--- config.mk ---
export PLATFORM = sky130hd
export DESIGN_NAME = vector_mem_seq
export DESIGN_NICKNAME = d
export VERILOG_FILES = /design/src/rtl/vector_mem_seq.sv
export SDC_FILE = /design/constraint.sdc
export NUM_CORES = 1
export LEC_CHECK = 0
export BUFFER_PORTS_ARGS = -buffer_cell sky130_fd_sc_hd__clkbuf_2
export CAP_MARGIN = 25
export CORE_UTILIZATION = 25
export CTS_CLUSTER_SIZE = 12
export DETAILED_ROUTE_END_ITERATION = 8
export SETUP_SLACK_MARGIN = 0.4
export SLEW_MARGIN = 20
export SYNTH_ARGS = -nofsm -noshare
export SYNTH_HDL_FRONTEND = slang
export SYNTH_SLANG_ARGS = --single-unit
--- constraint.sdc ---
create_clock -name clk -period 4.25 [get_ports clk]
set_input_delay 0.6375 -clock clk [delete_from_list [all_inputs] [get_ports clk]]
set_output_delay 0.6375 -clock clk [all_outputs]
set_load 0.01 [all_outputs]
--- src/rtl/vector_mem_seq.sv ---
`default_nettype none
// ============================================================================
//  Module      : vector_mem_seq
//  Description : Vector load/store sequencer. Moves NLANE 16-bit lanes between
//                a word-addressed memory and a wide vector, one lane per
//                accepted memory access, lane i at address base+i.
//  Revision    : 1.0 - initial release
// ============================================================================
module vector_mem_seq #(
   parameter int NLANE = 16,
   parameter int AW    = 16
) (
   input  logic                  clk,
   input  logic                  rst,
   input  logic                  start,
   input  logic [3:0]            opcode,
   input  logic [AW-1:0]         base_addr,
   input  logic [16*NLANE-1:0]   st_data,
   output logic [AW-1:0]         mem_addr,
   output logic                  mem_re,
   output logic                  mem_we,
   output logic [15:0]           mem_wdata,
   input  logic [15:0]           mem_rdata,
   input  logic                  mem_rdy,
   output logic [16*NLANE-1:0]   ld_data,
   output logic                  busy,
   output logic                  done,
   output logic                  err
);

   // Lane counter width; a single-lane build still needs one counter bit.
   localparam int              CW        = (NLANE > 1) ? $clog2(NLANE) : 1;
   localparam logic [CW-1:0]   LAST_LANE = CW'(NLANE - 1);
   localparam logic [3:0]      OP_VLD    = 4'b0100;
   localparam logic [3:0]      OP_VST    = 4'b0101;

   typedef enum logic [1:0] {
      ST_IDLE  = 2'd0,
      ST_LOAD  = 2'd1,
      ST_STORE = 2'd2,
      ST_FIN   = 2'd3
   } state_t;

   // Vectors are held lane-indexed so the current lane is a plain array select.
   typedef logic [NLANE-1:0][15:0] vec_t;

   state_t            state_q, state_d;
   logic [CW-1:0]     cnt_q,   cnt_d;
   logic [AW-1:0]     base_q,  base_d;
   vec_t              st_q,    st_d;
   vec_t              ld_q,    ld_d;
   logic [AW-1:0]     addr_q,  addr_d;
   logic              re_q,    re_d;
   logic              we_q,    we_d;
   logic [15:0]       wdata_q, wdata_d;
   logic              busy_q,  busy_d;
   logic              done_q,  done_d;
   logic              err_q,   err_d;

   logic [CW-1:0]     cnt_inc;
   logic              last_lane;

   assign cnt_inc   = cnt_q + 1'b1;
   assign last_lane = (cnt_q == LAST_LANE);

   // Next-state and next-output computation; every output is registered so the
   // memory sees clean strobes and the address for lane cnt during its access.
   always_comb begin
      state_d = state_q;
      cnt_d   = cnt_q;
      base_d  = base_q;
      st_d    = st_q;
      ld_d    = ld_q;
      addr_d  = addr_q;
      re_d    = re_q;
      we_d    = we_q;
      wdata_d = wdata_q;
      busy_d  = busy_q;
      done_d  = 1'b0;
      err_d   = 1'b0;

      case (state_q)
         ST_IDLE: begin
            if (start) begin
               if (opcode == OP_VLD) begin
                  state_d = ST_LOAD;
                  base_d  = base_addr;
                  cnt_d   = '0;
                  addr_d  = base_addr;
                  re_d    = 1'b1;
                  we_d    = 1'b0;
                  busy_d  = 1'b1;
               end else if (opcode == OP_VST) begin
                  state_d = ST_STORE;
                  base_d  = base_addr;
                  st_d    = st_data;
                  cnt_d   = '0;
                  addr_d  = base_addr;
                  wdata_d = st_data[15:0];
                  re_d    = 1'b0;
                  we_d    = 1'b1;
                  busy_d  = 1'b1;
               end else begin
                  // Rejected command: flag it and stay idle.
                  err_d = 1'b1;
               end
            end
         end

         ST_LOAD: begin
            // mem_rdy low is a wait state: nothing changes.
            if (mem_rdy) begin
               ld_d[cnt_q] = mem_rdata;
               if (last_lane) begin
                  state_d = ST_FIN;
                  cnt_d   = '0;
                  addr_d  = '0;
                  re_d    = 1'b0;
                  done_d  = 1'b1;
               end else begin
                  cnt_d  = cnt_inc;
                  addr_d = base_q + AW'(cnt_inc);
               end
            end
         end

         ST_STORE: begin
            if (mem_rdy) begin
               if (last_lane) begin
                  state_d = ST_FIN;
                  cnt_d   = '0;
                  addr_d  = '0;
                  wdata_d = '0;
                  we_d    = 1'b0;
                  done_d  = 1'b1;
               end else begin
                  cnt_d   = cnt_inc;
                  addr_d  = base_q + AW'(cnt_inc);
                  wdata_d = st_q[cnt_inc];
               end
            end
         end

         ST_FIN: begin
            // done is high during this cycle; any start here is dropped.
            state_d = ST_IDLE;
            busy_d  = 1'b0;
         end

         default: begin
            state_d = ST_IDLE;
            cnt_d   = '0;
            addr_d  = '0;
            re_d    = 1'b0;
            we_d    = 1'b0;
            wdata_d = '0;
            busy_d  = 1'b0;
         end
      endcase
   end

   // State and output registers; reset wins over start and mem_rdy and aborts
   // any command in flight without a done pulse.
   always_ff @(posedge clk) begin
      if (rst) begin
         state_q <= ST_IDLE;
         cnt_q   <= '0;
         base_q  <= '0;
         st_q    <= '0;
         ld_q    <= '0;
         addr_q  <= '0;
         re_q    <= 1'b0;
         we_q    <= 1'b0;
         wdata_q <= '0;
         busy_q  <= 1'b0;
         done_q  <= 1'b0;
         err_q   <= 1'b0;
      end else begin
         state_q <= state_d;
         cnt_q   <= cnt_d;
         base_q  <= base_d;
         st_q    <= st_d;
         ld_q    <= ld_d;
         addr_q  <= addr_d;
         re_q    <= re_d;
         we_q    <= we_d;
         wdata_q <= wdata_d;
         busy_q  <= busy_d;
         done_q  <= done_d;
         err_q   <= err_d;
      end
   end

   assign mem_addr  = addr_q;
   assign mem_re    = re_q;
   assign mem_we    = we_q;
   assign mem_wdata = wdata_q;
   assign ld_data   = ld_q;
   assign busy      = busy_q;
   assign done      = done_q;
   assign err       = err_q;

endmodule
`default_nettype wire

Word level (Yosys, flattened, before mapping)
Index checks and enable logic that the tools add are counted.
{"block": "op_classes", "addsub": 2, "order_cmp": 3, "n_eq_ne": 16, "muxes": 44, "bitwise_logic": 5, "reduce_logical": 19}
{"operator": "$bwmux 256", "count": 1}
{"operator": "$mux 16", "count": 12}
{"operator": "$bmux 16 s4", "count": 1}
{"operator": "$demux 16 s4", "count": 1}
{"operator": "$pmux 16 s2", "count": 2}
{"operator": "$mux 4", "count": 5}
{"operator": "$add 16x4->16", "count": 1}
{"operator": "$reduce_and 5->1", "count": 3}
{"operator": "$ne 2x2->1 const B", "count": 7}
{"operator": "$mux 1", "count": 12}
{"operator": "$reduce_and 4->1", "count": 3}
{"operator": "$lt 4x5->1 const B", "count": 2}
{"operator": "$mux 2", "count": 5}
{"operator": "$reduce_bool 2->1", "count": 5}
{"operator": "$eq 4x3->1 const B", "count": 2}
{"operator": "$pmux 4 s2", "count": 1}
{"operator": "$pmux 1 s2", "count": 3}
{"operator": "$pmux 2 s3", "count": 1}
{"operator": "$reduce_and 3->1", "count": 2}
{"operator": "$not 1->1", "count": 5}
{"operator": "$add 4x1->4 const B", "count": 1}
{"operator": "$eq 2x2->1 const B", "count": 2}
{"operator": "$eq 4x4->1 const B", "count": 1}
{"operator": "$ge 4x1->1 const B", "count": 1}
{"operator": "9 further kinds", "count": 10}
{"block": "totals", "register_bits": 571, "inputBits": 296, "elab_cells": 131}

Longest topological paths before layout
Gate-level depths: netlist (run 1).
{"block": "logic_depth", "depth_word": 6, "depth_mapped": 10, "mapped_depth_nobuf": 8}

Worst setup path before layout (run 1)
No wires, ideal clock.
{"block": "synth_timing", "kind": "register -> register", "startpoint": "register cnt_q[0]", "endpoint": "register wdata_q[0], in the netlist mem_wdata[0]", "arrival_time_ns": 2.480, "t_required_ns": 4.125, "slack_ns": 1.645, "stages_incl_launch_ff": 11, "path_buffers": 4, "period_less_slack_ns": 2.605, "cell_sequence": "dfxtp_1 > buf_2 > buf_2 > inv_1 > ha_1 > buf_2 > clkbuf_1 > mux4_2 > mux2_2 > nand3_1 > a31oi_1"}
{"block": "synth_between", "elab_chain_cells": 6, "elab_cells_between_ends": 7, "cone_classes": "add/sub (1); eq/ne (1); mux (5)"}
{"item": "from (decl)", "line": "48", "source": "logic [CW-1:0] cnt_q, cnt_d;"}
{"item": "from (signal assigned)", "line": "180", "source": "cnt_q <= cnt_d;"}
{"item": "$add 4x1->4", "line": "63", "source": "assign cnt_inc = cnt_q + 1'b1;"}
{"item": "$bmux 16 s4", "line": "139", "source": "wdata_d = st_q[cnt_inc];"}
{"item": "$mux 16 (implied by the code)", "line": "139"}
{"item": "$mux 16 *", "line": "129", "source": "if (last_lane) begin"}
{"item": "$mux 16 *", "line": "128", "source": "if (mem_rdy) begin"}
{"item": "$pmux 16 s2 *", "line": "82", "source": "case (state_q)"}
{"item": "to (signal assigned)", "line": "187", "source": "wdata_q <= wdata_d;"}
{"item": "to (decl)", "line": "55", "source": "logic [15:0] wdata_q, wdata_d;"}
Mark *: on every way between the ends. The rest lies on a longest branch, timed or not. The select of a mux whose other input is x is not followed.
A chain may end at the register's enable or synchronous reset.

Worst setup path after layout (run 1)
{"block": "layout_timing", "startpoint": "register state_q[0]", "endpoint": "register st_q[30] in the netlist's numbering"}
{"block": "layout_between", "elab_chain_cells": 2}
{"item": "from (decl)", "line": "47", "source": "state_t state_q, state_d;"}
{"item": "from (signal assigned)", "line": "179", "source": "state_q <= state_d;"}
{"item": "$logic_not 2->1", "line": "82"}
{"item": "$reduce_and 4->1 (no source line)"}
{"item": "to (signal assigned)", "line": "182", "source": "st_q <= st_d;"}
{"item": "to (decl)", "line": "50", "source": "vec_t st_q, st_d;"}
No other way between the ends.

==> run metrics, run 1 <==
setup repair bufs after CTS 0; fin. max-slew vios 0; number of flops mapped to enable cells by yosys 0; syn_area_per_cell 8.19 sq um; largest net degree at the start of global routing 134; PnR worst setup slack 1350 ps; fin util 0.321; IO Count just under 600; Hold Violations, Final 0; CTS Sinks 571; VDD IR max between 0.2 and 0.3 mV; async set-reset flop share out of synthesis 0; hold slack about 240 ps; Post-CTS Resized 0; Clock Path Buffers 3; met1 Use GR 0.223; Net Sw Power 2.86 mW; vias per cell 4.71; total gr overflow 0; Yosys cell types between 50 and 60; busiest layer in global routing met2; antenna viol nets, final 0; Die X 305 um; first-pass GRT wire length 127000 um; Final nets 3585; Critical Path End Type register; power per cell area 413 nW/um^2; Worst-Skew Late Latency 620 ps; Gate power share 0.047; Area after DPL 26700 sq um; H-tree levels 3; CTS Hold Bufs 0; Setup crit end st_q[30]$_SDFFE_PP0P_; Worst EP arrival 3350 ps; syn nets 3107; final worst path period share 0.682; top_reg_cell synth dfxtp_1; P_int 9.12 mW; vias 21200; Total Power 12.0 mW; flop2flop setup slack ~1400 ps; Synth warnings 0; Rows 110; RSZ-0062 raised after global routing false; outcome finished, final reports clean; setup TNS 0 ps; leak pwr 10.8 nW; Total Routing Usage GR 0.179; cell area after synthesis 22900 sq um; Achievable Freq 345 MHz; Max-cap violations 0; clk slew on worst S/H paths 60 ps; clock root cell clkbuf_16; clock network power share 0.500; Clock Skews 21.9 ps; crit start category register; sw frac 0.239; CP startpoint state_q[0]$_SDFFE_PP0P_; Layout area overhead 26.7%; port bufs 588; vias in the first global route 20100; Worst Setup Path Type register to register; die area 92800 sq um; Setup-failing EPs final 0; flops & latches, synth 571; Initial Utilization 0.253; Slew HR 0.354; Fillers 9596; CTS tree built; Reg power frac 0.453; Synth Instances 2797; Slew @ Worst Pin about 960 ps; initial antenna violation count 9; Inserted Clock Buffers 69; dpl hpwl a little over 60000 um; layout cells sized above 1 0.256; crit-path max FO 51; placer congestion estimate 0.839; GR Util met2 0.296; DRC viols 0; post-route cell area ~29000 sq um; Layout Cells excl Fill 4504; reg2reg start state_q[0]$_SDFFE_PP0P_; Data required, critical path about 4700 ps; Min-Delay Path Class primary input to register; Place WS 1210 ps; worst r2r path cells 8; Final Critical Period 2900 ps; met3 Resource Use GR 0.0571; sequential area share after synthesis 0.499; Placed Cells incl. Taps 4379; R2R Path End st_q[30]$_SDFFE_PP0P_; WL per Instance about 19 um; Die Y 305 um; drt pass-1 iters 6; final WL 85800 um; core area 90400 sq um; number of DRC markers in iteration 0 about 1700
cell type report:
| type | instances | area (sq um) | share of cell area |
|---|---|---|---|
| Sequential cell | 571 | 11400 | 0.394 |
| Multi-Input combinational cell | 1989 | 10400 | 0.357 |
| Timing Repair Buffer | 633 | 3420 | 0.118 |
| Clock buffer | 95 | 1940 | 0.0667 |
| Tap cell | 1176 | 1470 | 0.0507 |
| Clock inverter | 25 | 342 | 0.0118 |
| Inverter | 11 | 41.3 | 0.00142 |
| Antenna cell | 4 | 10.0 | 0.000345 |
Yosys cell counts, drive strengths merged (4+ instances only):
cell / number / area share
a221oi: 9 / 0.0034
mux2: 32 / 0.016
a21boi: 16 / 0.0052
clkbuf: 152 / 0.025
mux4: 64 / 0.063
o21bai: 16 / 0.0052
nor3: 19 / 0.0050
dfxtp: 571 / 0.50
xor2: 5 / 0.0022
and3: 6 / 0.0016
a21oi: 546 / 0.12
buf: 74 / 0.023
xnor2: 6 / 0.0023
nand2: 1102 / 0.18
inv: 11 / 0.0018
ha: 13 / 0.0071
nor2b: 4 / 0.0011
a31oi: 18 / 0.0049
nand3: 33 / 0.0072
a211oi: 6 / 0.0022
o21ai: 17 / 0.0039
nor2: 39 / 0.0068
cells by family after synthesis:
kind of cell | synth area share
adders and majority gates | 0.00798
AOI/OAI and AO/OA | 0.151
buffers and inverters | 0.0500
and+or+nand+nor | 0.209
DFF | 0.499
muxes | 0.0791
xor gates and xnor gates | 0.00453
registers in the layout (all words and copies together) (netlist names):
signal and cells:
ld_data 256, st_q 256, base_q 16, mem_addr 16, mem_wdata 16, cnt_q 4, state_q 2, busy 1
done 1, err 1, mem_re 1, mem_we 1
worst max-delay path, stage by stage (launching register included):
cell	delay (ps)
dfxtp_1	350
inv_1	90
ha_1	420
nand2_1	180
nor2_4	510
nand2_4	470
buf_4	450
nand2_1	130
a21oi_1	60
worst min-delay path by stage:
| stage | startpoint | end | slack (ps) | depth (start not counted) |
|---|---|---|---|---|
| after floorplan | st_q[112]$_SDFFE_PP0P_ | st_q[112]$_SDFFE_PP0P_ | 430 | 2 |
| after global placement | st_q[238]$_SDFFE_PP0P_ | st_q[238]$_SDFFE_PP0P_ | 440 | 2 |
| after detailed placement | st_q[73]$_SDFFE_PP0P_ | st_q[73]$_SDFFE_PP0P_ | 440 | 2 |
| after CTS | st_data[121] | st_q[121]$_SDFFE_PP0P_ | 180 | 3 |
| after global routing | st_data[103] | st_q[103]$_SDFFE_PP0P_ | 210 | 3 |
| final | st_data[121] | st_q[121]$_SDFFE_PP0P_ | 240 | 3 |
metal layers:
| metal | up-vias | wire length [um] |
|---|---|---|
| met3 | 133 | 7070 |
| met1 | 10100 | 36000 |
| met4 | 8 | 1870 |
| li1 | 10300 | - |
| met5 | - | 56 |
| met2 | 725 | 40800 |
cells in the final DEF (no fill, tap or decap), types with 3 or more instances in the layout:
cell type     n
clkbuf_2    587
and3_1        6
a21boi_0     16
clkinv_8      3
or4_1         3
clkbuf_16    70
nor2b_1       4
nand2_1    1101
o21bai_1     16
ha_1         12
xnor2_1       6
xor2_1        4
a21oi_1     546
buf_4        34
bufinv_16     5
a32oi_1       3
nor3_2        3
diode_2       4
clkbuf_8      9
nand3_1      33
dfxtp_1     570
clkinv_2      8
mux4_2       64
a221oi_1      9
inv_1        11
nor2_1       37
clkbuf_1     16
buf_12       10
inv_6         4
a31oi_1      18
nor3_1       15
a211oi_1      5
o21ai_0      15
mux2_2       32
power groups by stage:
stage	logic (mW)	registers [mW]	clock network, mW
after CTS	0.567	5.43	6.14
final	0.562	5.43	5.99
after detailed placement	0.565	5.55	0
after floorplan	0.250	5.55	0
after global routing	0.604	5.43	6.36
after global placement	0.568	5.55	0
Note: power is estimated with default switching activity, not from simulation.
==> inputs of run 2 (changes only) <==
clock period = 2.81 ns   (was 4.25 ns; I/O delays follow)
==> run 2 against run 1 <==
Against the previous run:
- hold slack got worse by 190 ps
- cell count is 1.1% higher
- cell area rose by 2.4%
- sequential power is 51% higher
- power grew 55%
- wire length increased by 2.5%
- utilization increased by 0.78 points
- die area did not move
- combinational power rose by 60%
- fmax up 22%
- critical endpoint is now mem_wdata[14]$_SDFFE_PP0P_
- largest cell class unchanged
- largest power group unchanged
- highest routed layer unchanged
==> run metrics, run 2 (synthesis gave the netlist of run 1 again) <==
Setup crit end mem_wdata[14]$_SDFFE_PP0P_ (was st_q[30]$_SDFFE_PP0P_); Inserted Clock Buffers 69 (unchanged); clock root cell clkbuf_16 (unchanged); Worst-Skew Late Latency 610 ps (was 620 ps); Total Routing Usage GR 0.183 (was 0.179); CTS Sinks 571 (unchanged); Placed Cells incl. Taps 4400 (was 4379); Worst EP arrival 2860 ps (was 3350 ps); RSZ-0062 raised after global routing true (was false); Die X 305 um (unchanged); Worst path max stage delay 420 ps (was 510 ps); crit start category register (unchanged); total gr overflow 0 (unchanged); dpl hpwl 63500 um (was 61700 um); Setup-failing EPs final 0 (unchanged); CP top delay family multiplexers (was simple AND/OR/NAND/NOR gates); VDD IR max 0.371 mV (was 0.254 mV); leak pwr 11.1 nW (was 10.8 nW); core area 90400 sq um (unchanged); number of DRC markers in iteration 0 1827 (was 1694); vias in the first global route 20400 (was 20100); largest net degree at the start of global routing 108 (was 134); Rows 110 (unchanged); Total Power 18.5 mW (was 12.0 mW); Final Critical Period 2370 ps (was 2900 ps); WL per Instance 19.3 um (was 19.0 um); drt pass-1 iters 7 (was 6); Critical Path End Type register (unchanged); Clock Path Buffers 3 (unchanged); most common cell after layout, fill and taps aside nand2_1 (unchanged); fin. max-slew vios 0 (unchanged); Final nets 3637 (was 3585); setup TNS 0 ps (unchanged); Hold Violations, Final 0 (unchanged); FF/Latch Area 11400 sq um (about the same); H-tree levels 3 (unchanged); Layout Cells excl Fill 4555 (was 4504); DRC viols 0 (unchanged); Min-Delay Path Class primary input to register (unchanged); layout cells sized above 1 0.263 (was 0.256); CP cell instances inv_1 > ha_4 > buf_16 > mux4_2 > mux2_2 > nand2_1 > a31oi_1 (was inv_1 > ha_1 > nand2_1 > nor2_4 > nand2_4 > buf_4 > nand2_1 > a21oi_1); Worst Setup Path Type register to register (unchanged); vias 21600 (was 21200); reg2reg start cnt_q[0]$_SDFFE_PP0P_ (was state_q[0]$_SDFFE_PP0P_); outcome finished, final reports clean (unchanged); final worst path period share 0.843 (was 0.682); crit-path max FO 44 (was 51); Slew @ Worst Pin 992 ps (was 963 ps); die area 92800 sq um (unchanged); R2R Path End mem_wdata[14]$_SDFFE_PP0P_ (was st_q[30]$_SDFFE_PP0P_); highest-count cells in the layout ignoring fill and taps 1101 x nand2_1, 587 x clkbuf_2, 568 x dfxtp_1 (was 1101 x nand2_1, 587 x clkbuf_2, 570 x dfxtp_1); Die Y 305 um (unchanged); placer congestion estimate 0.864 (was 0.839); Initial Utilization 0.253 (unchanged); CP max stage cell mux4_2 (was nor2_4); power per cell area 624 nW/um^2 (was 413 nW/um^2); port bufs 588 (unchanged); IO Count 589 (unchanged); Data required, critical path 3300 ps (was 4700 ps); vias per cell 4.73 (was 4.71); Slew HR 0.338 (was 0.354); multi-input logic area 10400 sq um (about the same); flop2flop setup slack 440 ps (was 1350 ps); worst r2r path cells 7 (was 8); WP buf/inv 2 (unchanged); CTS tree built (unchanged); WP depth 7 (was 8); Achievable Freq 422 MHz (was 345 MHz); initial antenna violation count 7 (was 9); CP startpoint cnt_q[0]$_SDFFE_PP0P_ (was state_q[0]$_SDFFE_PP0P_); antenna viol nets, final 0 (unchanged); Max-cap violations 0 (unchanged); final WL 87900 um (was 85800 um); clk slew on worst S/H paths 60 ps (about the same); first-pass GRT wire length 130000 um (was 127000 um); Layout area overhead 29.8% (was 26.7%); Fillers 9500 (was 9596); Clock Skews 26.3 ps (was 21.9 ps)
==> run 2: changes by cell type in the layout (fill, tap and decap cells not counted), moves of 3 or more <==
cell / delta
clkbuf_1: -6
clkinv_2: -3
buf_4: +19
diode_2: -3
clkbuf_8: +9
dlygate4sd3_1: +29
==> run 2: how the worst min path moves through the flow <==
stage,start,endpoint,slack (ps),depth (start not counted)
after global placement,st_q[137]$_SDFFE_PP0P_,st_q[137]$_SDFFE_PP0P_,440,2
final,st_data[207],st_q[207]$_SDFFE_PP0P_,40,3
after CTS,st_data[145],st_q[145]$_SDFFE_PP0P_,0.2,3
after detailed placement,st_q[249]$_SDFFE_PP0P_,st_q[249]$_SDFFE_PP0P_,440,2
after floorplan,st_q[112]$_SDFFE_PP0P_,st_q[112]$_SDFFE_PP0P_,430,2
after global routing,st_data[199],st_q[199]$_SDFFE_PP0P_,20,3
==> run 2: per-stage QoR <==
stage | hold slack [ps] | cell area (sq um) | util | worst slack (ps)
finish | 43.8 | 29700 | 0.329 | 442
global route | 20.2 | 29700 | 0.329 | 356
CTS | 0.189 | 29700 | 0.328 | 416
detailed placement | 444 | 26900 | 0.298 | 262
global placement | 439 | 26900 | 0.298 | 259
floorplan | 433 | 22900 | - | 422
==> run 2: timing repair <==
action | CTS | global route
hold endpoints to repair | 29 | 0
buffers inserted | 3 | 0
hold buffers | 29 | 0
endpoints found under the setup margin | 3 | 71
resized for setup | 2 | 10
pin swaps | 1 | 0
==> run 2: worst register-to-register path, delay by kind of cell, from the launching register on <==
kind / cells / cell delay [ps]
flops: 1 / 400
compound gates: 1 / 110
buf+inv: 2 / 390
mux: 2 / 820
fa+ha+maj: 1 / 380
simple gates: 1 / 170
==> run 2: cell type report <==
type | instances | area share
Clock inverter | 24 | 0.0130
Inverter | 11 | 0.00139
Timing Repair Buffer | 685 | 0.133
Multi-Input combinational cell | 1989 | 0.350
Antenna cell | 1 | 0.0000842
Clock buffer | 98 | 0.0685
Sequential cell | 571 | 0.385
Tap cell | 1176 | 0.0495
==> run 2: routing by layer <==
metal	routed length (um)	GRT usage	vias up
li1	-	-	10400
met1	36700	0.228	10200
met2	42000	0.306	782
met3	6500	0.0453	153
met4	2700	0.0620	10
met5	64	0	-
==> run 2: power by group <==
group / total, mW / switching [mW] / internal [mW]
logic: 0.900 / 0.570 / 0.330
clock network: 9.42 / 3.69 / 5.74
registers: 8.22 / 0.0473 / 8.17
total: 18.5 / 4.30 / 14.2
==> inputs of run 3 (changes only) <==
clock period = 2.5 ns   (was 2.81 ns; I/O delays follow)
==> run 3 against run 2 <==
Against the previous run:
- register-to-register slack lost 90 ps
- hold slack lost 7.5 ps
- worst setup slack lost 91 ps
- first-iteration DRC count grew 13%
- critical path depth grew 3
- sequential share of layout area shrank 3.3 points
- fmax grew 10%
- clock skew shrank 6.4 ps
==> run metrics, run 3 (synthesis gave the netlist of run 1 again) <==
vias per cell 4.72 (was 4.73); die area 92800 sq um (unchanged); WL per Instance 19.6 um (was 19.3 um); PnR worst setup slack 350 ps (was 442 ps); Layout area overhead 42.2% (was 29.8%); R2R Path End mem_addr[8]$_SDFFE_PP0P_ (was mem_wdata[14]$_SDFFE_PP0P_); setup TNS 0 ps (unchanged); Rows 110 (unchanged); Inserted Clock Buffers 67 (was 69); CP startpoint cnt_q[0]$_SDFFE_PP0P_ (unchanged); most common cell after layout, fill and taps aside nand2_1 (unchanged); clk slew on worst S/H paths 60 ps (about the same); Max-cap violations 0 (unchanged); clock network power share 0.486 (was 0.508); IO Count 589 (unchanged); worst hold start st_data[114] (was st_data[207]); Worst path max stage delay 360 ps (was 420 ps); Total Routing Usage GR 0.191 (was 0.183); Clock Path Buffers 3 (unchanged); clock root cell clkbuf_16 (unchanged); first-pass GRT wire length 135000 um (was 130000 um); Final Critical Period 2150 ps (was 2370 ps); placer congestion estimate 0.850 (was 0.864); H-tree levels 3 (unchanged); Worst-Skew Late Latency 610 ps (about the same); Area after DPL 27300 sq um (was 26900 sq um); Initial Utilization 0.253 (unchanged); fin. max-slew vios 0 (unchanged); Slew HR 0.474 (was 0.338); Slew @ Worst Pin 788 ps (was 992 ps); WP buf/inv 2 (unchanged); Setup crit end mem_addr[8]$_SDFFE_PP0P_ (was mem_wdata[14]$_SDFFE_PP0P_); Reg power frac 0.451 (was 0.443); Setup-failing EPs final 0 (unchanged); Data required, critical path 2990 ps (was 3300 ps); CTS tree built (unchanged); port bufs 588 (unchanged); dpl hpwl 64800 um (was 63500 um); most repeated library cell on the critical path ha_4; outcome finished, final reports clean (unchanged); Min-Delay Path Class primary input to register (unchanged); CP cell instances buf_12 > ha_4 > xor2_4 > ha_4 > nand3_4 > buf_4 > a21oi_2 > xnor2_1 > a221oi_1 > nor3_1 (was inv_1 > ha_4 > buf_16 > mux4_2 > mux2_2 > nand2_1 > a31oi_1); initial antenna violation count 9 (was 7); drt pass-1 iters 5 (was 7); vias 22600 (was 21600); worst r2r path cells 10 (was 7); RSZ-0062 raised after global routing true (unchanged); crit-path max FO 6 (was 44); met3 Resource Use GR 0.0493 (was 0.0453); flop2flop setup slack 350 ps (was 440 ps); CP top delay family adder cells (was multiplexers); fin util 0.360 (was 0.329); Worst EP arrival 2640 ps (was 2860 ps); total gr overflow 0 (unchanged); layout cells sized above 1 0.272 (was 0.263); Gate power share 0.064 (was 0.049); Final nets 3863 (was 3637); number of DRC markers in iteration 0 2073 (was 1827); crit start category register (unchanged); Place WS 104 ps (was 262 ps); final worst path period share 0.860 (was 0.843); DRC viols 0 (unchanged); leak pwr 12.3 nW (was 11.1 nW); Clock Skews 20.0 ps (was 26.3 ps); antenna viol nets, final 0 (unchanged); busiest layer in global routing met2 (unchanged); Worst Setup Path Type register to register (unchanged); vias in the first global route 21200 (was 20400); Total Power 20.5 mW (was 18.5 mW); Net Sw Power 4.87 mW (was 4.30 mW); core area 90400 sq um (unchanged); largest net degree at the start of global routing 92 (was 108); VDD IR max 0.418 mV (was 0.371 mV); Achievable Freq 465 MHz (was 422 MHz); sw frac 0.238 (was 0.232); Critical Path End Type register (unchanged); CTS Sinks 571 (unchanged); CP max stage cell dfxtp_4 (was mux4_2); reg2reg start cnt_q[0]$_SDFFE_PP0P_ (unchanged); Hold Violations, Final 0 (unchanged); highest-count cells in the layout ignoring fill and taps 1091 x nand2_1, 587 x clkbuf_2, 565 x dfxtp_1 (was 1101 x nand2_1, 587 x clkbuf_2, 568 x dfxtp_1); P_int 15.6 mW (was 14.2 mW); power per cell area 630 nW/um^2 (was 624 nW/um^2); met1 Use GR 0.230 (was 0.228); post-route cell area 32600 sq um (was 29700 sq um); Die X 305 um (unchanged); Die Y 305 um (unchanged); GR Util met2 0.322 (was 0.306); WP depth 10 (was 7); final WL 94000 um (was 87900 um)
[run 3: power groups by stage]
stage	Clock, mW	Combinational, mW	Sequential, mW
after global placement	0	0.999	9.44
final	9.96	1.31	9.24
after floorplan	0	0.428	9.43
after CTS	10.2	1.27	9.24
after global routing	10.6	1.39	9.24
after detailed placement	0	0.995	9.44
[run 3: worst register-to-register path, cell delays in order (launching register included)]
cell and delay [ps]:
dfxtp_4 360, buf_12 140, ha_4 170, xor2_4 160, ha_4 320, nand3_4 140
buf_4 170, a21oi_2 120, xnor2_1 90, a221oi_1 280, nor3_1 80
[run 3: cell type report]
| class | count | area (sq um) |
|---|---|---|
| sequential | 571 | 11400 |
| antenna | 8 | 20.0 |
| timing repair buffer | 913 | 6610 |
| fill | 9193 | 57900 |
| clock buffer | 102 | 2040 |
| clock inverter | 18 | 198 |
| multi-input combinational | 1989 | 10700 |
| tap | 1176 | 1470 |
| inverter | 11 | 41.3 |
[run 3: layer usage]
metal	up-vias	routed length (um)
met3	182	7240
met1	10700	38000
met5	-	36
met2	930	45100
li1	10800	-
met4	6	3610
[run 3: timing repair]
action                                 4_1_cts  5_1_grt
setup buffers                               14        8
gates cloned                                 5       10
hold buffers                               207        0
setup endpoints to repair                  108      399
endpoints found under the hold margin      207        0
gates resized for setup                     26       50
pin swaps                                   11       18
[run 3: how the worst min path moves through the flow]
stage	endpoint	slack [ps]	cells after the start
after floorplan	st_q[112]$_SDFFE_PP0P_	430	2
after global placement	st_q[55]$_SDFFE_PP0P_	440	2
after detailed placement	ld_data[246]$_SDFFE_PP0P_	450	2
after CTS	st_q[200]$_SDFFE_PP0P_	0.06	3
after global routing	st_q[245]$_SDFFE_PP0P_	20	3
final	st_q[114]$_SDFFE_PP0P_	40	3
[run 3: metrics by stage]
stage,hold WS [ps],instances
CTS,0.0603,4762
finish,36.3,4788
floorplan,433,2797
global placement,438,4416
global route,18.4,4781
detailed placement,445,4416
